--- src/rtl/rv32_bus_arbiter.sv ---
// Purpose: merges the rv32 instruction and data buses onto one shared memory bus with
//          round-robin arbitration and a watchdog that turns a hung access into a fault.
// Ports:   clk/reset (sync, active-high); instr_* fetch master; data_* load/store master;
//          mem_* shared bus. Grant is registered (1 cycle request-to-bus); mem_* and the
//          ready/fault/read-value returns are combinational from the registered grant.
module rv32_bus_arbiter #(
  parameter int TIMEOUT_CYCLES = 255
) (
  input  logic        clk,
  input  logic        reset,
  input  logic [31:0] instr_address_in,
  input  logic        instr_read_in,
  output logic [31:0] instr_read_value_out,
  output logic        instr_ready_out,
  output logic        instr_fault_out,
  input  logic [31:0] data_address_in,
  input  logic        data_read_in,
  input  logic        data_write_in,
  input  logic [3:0]  data_write_mask_in,
  input  logic [31:0] data_write_value_in,
  output logic [31:0] data_read_value_out,
  output logic        data_ready_out,
  output logic        data_fault_out,
  output logic [31:0] mem_address_out,
  output logic        mem_read_out,
  output logic        mem_write_out,
  output logic [3:0]  mem_write_mask_out,
  output logic [31:0] mem_write_value_out,
  input  logic [31:0] mem_read_value_in,
  input  logic        mem_ready_in,
  input  logic        mem_fault_in
);

  localparam bit WD_EN = (TIMEOUT_CYCLES > 0);
  localparam int CW    = WD_EN ? $clog2(TIMEOUT_CYCLES + 1) : 1;
  localparam logic [CW-1:0] CNT_LAST = WD_EN ? CW'(TIMEOUT_CYCLES - 1) : '0;
  localparam logic [CW-1:0] CNT_MAX  = '1;

  typedef enum logic [1:0] {IDLE, GRANT_INSTR, GRANT_DATA} state_t;

  state_t        state;
  logic          last_grant_data;  // 1: data was the last master served
  logic [CW-1:0] counter;

  logic instr_req, data_req;
  logic grant_instr, grant_data, granted;
  logic cur_req, done, timeout;

  assign instr_req = instr_read_in;
  assign data_req  = data_read_in | data_write_in;

  // Gating with reset forces every output low while reset is held, even mid-grant.
  assign grant_instr = (state == GRANT_INSTR) & ~reset;
  assign grant_data  = (state == GRANT_DATA)  & ~reset;
  assign granted     = grant_instr | grant_data;
  assign cur_req     = grant_instr ? instr_req : data_req;
  assign done        = mem_ready_in | mem_fault_in;

  // A master that has already dropped its request is aborting, not timing out.
  assign timeout = WD_EN & granted & cur_req & ~done & (counter == CNT_LAST);

  // Fault wins over a simultaneous ready.
  assign instr_ready_out = grant_instr & mem_ready_in & ~mem_fault_in;
  assign data_ready_out  = grant_data  & mem_ready_in & ~mem_fault_in;
  assign instr_fault_out = grant_instr & (mem_fault_in | timeout);
  assign data_fault_out  = grant_data  & (mem_fault_in | timeout);

  assign instr_read_value_out = grant_instr ? mem_read_value_in : 32'h0;
  assign data_read_value_out  = grant_data  ? mem_read_value_in : 32'h0;

  always_comb begin
    mem_address_out     = 32'h0;
    mem_read_out        = 1'b0;
    mem_write_out       = 1'b0;
    mem_write_mask_out  = 4'h0;
    mem_write_value_out = 32'h0;
    if (grant_instr) begin
      mem_address_out = instr_address_in;
      mem_read_out    = instr_read_in;
    end else if (grant_data) begin
      mem_address_out     = data_address_in;
      mem_read_out        = data_read_in;
      mem_write_out       = data_write_in;
      mem_write_mask_out  = data_write_mask_in;
      mem_write_value_out = data_write_value_in;
    end
  end

  always_ff @(posedge clk) begin
    if (reset) begin
      state           <= IDLE;
      last_grant_data <= 1'b1;  // instr wins the first contention
      counter         <= '0;
    end else begin
      case (state)
        IDLE: begin
          counter <= '0;
          if (instr_req && (!data_req || last_grant_data))
            state <= GRANT_INSTR;
          else if (data_req)
            state <= GRANT_DATA;
        end
        GRANT_INSTR, GRANT_DATA: begin
          // Completion, watchdog expiry and abort all release the bus the same way.
          if (done || timeout || !cur_req) begin
            state           <= IDLE;
            last_grant_data <= (state == GRANT_DATA);
            counter         <= '0;
          end else if (counter != CNT_MAX) begin
            counter <= counter + CW'(1);
          end
        end
        default: state <= IDLE;
      endcase
    end
  end

endmodule
--- config.mk ---
export PLATFORM = sky130hd
export DESIGN_NAME = rv32_bus_arbiter
export DESIGN_NICKNAME = d
export VERILOG_FILES = /design/src/rtl/rv32_bus_arbiter.sv
export SDC_FILE = /design/constraint.sdc
export NUM_CORES = 1
export LEC_CHECK = 0
export ABC_AREA = 0
export CAP_MARGIN = 40
export CORE_AREA = 2 2 107 109
export CTS_BUF_LIST = sky130_fd_sc_hd__clkbuf_8
export DETAILED_ROUTE_END_ITERATION = 12
export DIE_AREA = 0 0 109 111
export SYNTH_ARGS = -nofsm -noshare
export SYNTH_HDL_FRONTEND = slang
export SYNTH_SLANG_ARGS = --single-unit
--- constraint.sdc ---
create_clock -name clk -period 4.8 [get_ports clk]
set_input_delay 0.72 -clock clk [delete_from_list [all_inputs] [get_ports clk]]
set_output_delay 0.72 -clock clk [all_outputs]
set_load 0.01 [all_outputs]
-- After elaboration in Yosys (flattened, before gate mapping)
Cells that the tools add are included.
W data, S select, Z words.
- $add $sub $neg: 1
- equal/unequal tests: 7
- multiplexer cells: 20
- bitwise gates (word level): 18
- reduce and logical (&&, ||, !) cells: 12
- operators with widths (kind ; count):
    $mux W32 ; 6
    $mux W8 ; 2
    $pmux W8 S2 ; 1
    $and A1 B1 Y1 ; 11
    $add A8 B1 Y8 const B ; 1
    $eq A8 B8 Y1 const B ; 1
    $mux W4 ; 2
    $ne A8 B8 Y1 const B ; 1
    $mux W2 ; 3
    $ne A3 B3 Y1 const B ; 2
    $reduce_and A2 Y1 ; 3
    $mux W1 ; 5
    $or A1 B1 Y1 ; 4
    $pmux W2 S2 ; 1
    $logic_or A1 B1 Y1 ; 3
    $not A1 Y1 ; 3
    $eq A2 B1 Y1 const B ; 1
    $eq A2 B2 Y1 const B ; 1
    $logic_not A1 Y1 ; 2
    $logic_not A2 Y1 ; 1
    $ne A2 B2 Y1 const B ; 1
    $reduce_bool A2 Y1 ; 1
    $reduce_or A2 Y1 ; 1
    $logic_and A1 B1 Y1 ; 1
- register bits: 11
- input port bits: 139
- output and inout bits: 138
- word-level logic and storage cells: 61

-- Depth between registers and ports, before layout
- depth after elaboration: 10
- mapped depth: 7
- gate-level depth less buffers: 7

-- Worst setup path before layout
Ideal clock, no wire load.
- path kind: input -> output
- from: input port reset
- to: output port mem_address_out[10]
- data arrival time: 1886 ps
- required time: 4080 ps
- slack: 2194 ps
- cell stages on the path: 5
- path buffers: 3
- cell sequence: buf_6 > and2b_1 > clkbuf_1 > buf_1 > a22o_1
- cells in the longest elaborated chain, start to end: 4
- elaborated cells between the ends (all ways): 5
- those cells by class: 2 x mux; 3 x bitwise
- RTL lines (item ; RTL line ; RTL):
    start: declaration ; 10 ; input logic reset,
    $not A1 Y1 * ; 53, 54 ;
    $and A1 B1 Y1 ; 54 ; assign grant_data = (state == GRANT_DATA) & ~reset;
    $mux W32 ; 80 ; end else if (grant_data) begin
    $mux W32 * ; 77 ; if (grant_instr) begin
    end: declaration ; 24 ; output logic [31:0] mem_address_out,
Mark *: on every way between the ends. The rest lies on a longest branch, timed or not.

-- Worst setup path after layout
- from: input port reset
- to: output port mem_address_out[2]
The elaborated chain is that of the path after synthesis.

==> summary.txt <==
Status: complete, no violations
Async SR Flop Fraction: 0%
Primary FF master, synth: dfxtp_1
CTS tree: yes
Core footprint: 0.0111 mm2
Kind of critical path: primary input to output port
CTS Buf Count: 3
Die W: 109 um
Seq pwr share: 17.0%
Critical Path End Type: output port
Nets: 661
Util after Layout: 42.6%
Syn_nets: 396
Final HPWL DP: 8750 um
Die footprint: 0.0121 mm2
Leak: 1.72 nW
Yosys warns: 0
Largest cells by area after synthesis: and2_1 36%, a22o_1 16%, dfxtp_1 12%
First-pass GRT wire length: 15000 um
Worst relative slew slack: 56.8%
Hold Crit Depth: 2
Final min period: 3.82 ns
Comb pwr share: 67.4%
Wire length per cell: 15.9 um
Count of hold-fix buffers inserted at cts: 0
Worst Clk Skew: 0.00438 ns
Internal Power: 397 uW
FF-to-FF Start: state[1]
CP Max Fanout: 70
Sw frac: 31.7%
Most frequent cells in the layout: 276 x clkdlybuf4s50_1, 103 x and2_1, 33 x a22o_1
GP Congestion: 0.861
Top Ports: 277
Post-cts resize count: 0
Post-CTS Setup Bufs: 0
Post-synthesis cell count: 252
Fmax achieved: 262 MHz
Top cell type's share of synthesized area: 36.2%
Hold Crit Start: counter[5]
Yosys cell types: 35
Area leader, netlist: and2_1
Layout cell share with drive strength beyond 1: 3.29%
Unrepaired setup endpoints after global routing: no
Starting Density: 16.1%
Clk network pwr share: 15.6%
Cell Area, Placed: 0.00468 mm2
Cell area power density: 123 mW/mm2
ANT cells: 0
FF-to-FF End: counter[2]
Setup TNS: 0 ns
Required @ worst endpoint: 4.08 ns
Final Slew Violations: 0
Rows: 39
Hold WS: 0.485 ns
GR Util All Layers: 16.0%
Startpoint types: primary input
Yosys reg bits: 11
Vias post-DR: 2802
Worst R2R Path Depth: 8
Slew @ Worst Pin: 0.648 ns
Max cap viols: 0
Cell area after layout: 0.00472 mm2
Fin crit share: 79.5%
Number of synthesized flops with an enable pin: 0
Die Ht: 111 um
DRT Wirelength: 10500 um
Area of the mapped netlist: 0.00178 mm2
Post-route DRC: 0
Root buf cell: clkbuf_8
Largest net degree at the start of global routing: 71
Overall power: 582 uW
Synthesis-to-layout area growth: 165%
Clk slew on worst S/H paths: 0.05 ns
PortBufs: 276
CTS sink cnt: 11
Hold Crit Class: register to register
H-tree depth: 1
Avg Cell Area, Syn: 7.06 um2
Number of global-route vias before repair: 2766
P_sw: 185 uW
Crit path DAT: 3.10 ns
Clk Latency, worst-skew pair: 0.24 ns
Final setup fails: 0
Clock Tree Buf Depth: 2
Fin. Hold Viols: 0
Number of detailed-route iterations in the first pass: 4
R2R Setup Slk: 2.21 ns
Min-Delay Endpoint: counter[5]
Iter 0 DRT Violations: 83
Register area share after synthesis: 12.4%
Commonest non-fill, non-tap cell in the layout: clkdlybuf4s50_1
Initial antenna violation count: 0
Grt ovf: 0
Post-route ant nets: 0
VDD IR max: 0.0000586 V
Via-to-Cell Ratio: 4.25
[worst max-delay path, stage by stage]
cell and delay (ns):
clkdlybuf4s50_1 0.62, nand2b_1 0.31, nor2_4 0.09, buf_4 0.49, a22o_1 0.24, clkdlybuf4s50_1 0.58
[cell usage after synthesis, types with 2 or more instances]
cell type,instances
a211oi_1,3
nand2_1,8
a22o_1,33
inv_1,5
clkbuf_1,16
o21ai_0,2
nor3_1,4
a31oi_1,2
a21oi_1,10
nand4_1,2
nand2b_1,3
nor2_1,12
and2_1,103
buf_1,2
dfxtp_1,11
and3_1,2
nand3_1,6
ha_1,5
or2_2,3
or3_1,5
[power by group through the flow]
stage / Clock [mW] / Combinational (mW) / Sequential, mW
global placement: 0 / 0.394 / 0.101
detailed placement: 0 / 0.394 / 0.101
CTS: 0.0931 / 0.397 / 0.0992
global route: 0.0971 / 0.421 / 0.0998
finish: 0.0906 / 0.392 / 0.0991
floorplan: 0 / 0.143 / 0.100
[per-layer routing]
layer / GRT usage (%) / vias up / part of all wire, %
met3: 5.17 / 2 / 12
met5: 0 / - / 0
met1: 17.5 / 1233 / 38
met2: 30.3 / 171 / 50
met4: 1.79 / 0 / 0.26
li1: - / 1396 / -
[through the flow]
| step | setup slack [ns] | cells |
|---|---|---|
| after detailed placement | 1.00 | 655 |
| after global routing | 0.830 | 659 |
| after global placement | 1.03 | 655 |
| final | 0.983 | 659 |
| after floorplan | 2.19 | 252 |
| after CTS | 0.983 | 659 |
[worst max-delay path by stage]
stage | start | to | slack [ns] | cells after the start
after CTS | reset | mem_address_out[2] | 0.98 | 6
final | reset | mem_address_out[2] | 0.98 | 6
after global routing | reset | mem_address_out[2] | 0.83 | 6
after detailed placement | reset | mem_address_out[2] | 1.00 | 6
after floorplan | reset | mem_address_out[10] | 2.19 | 5
after global placement | reset | mem_address_out[2] | 1.03 | 6
[kinds of logic after synthesis]
kind of cell / synth area share (%)
fa+ha+maj: 3.52
flops: 12.4
buf+inv: 5.77
compound gates: 26.4
simple gates: 51.9
[sequential cells by signal (all words and copies together) (netlist names)]
name	cells
counter	8
state	2
last_grant_data	1
[cell type report]
cell class	instances	area, um2
clock inverters	1	3.75
multi-input cells	216	1470
inverters	5	18.8
repair buffers	280	2790
well taps	143	179
flip-flops and latches	11	220
clock buffers	3	41.3
fillers	1103	6360
(Power assumes the default switching activity.)
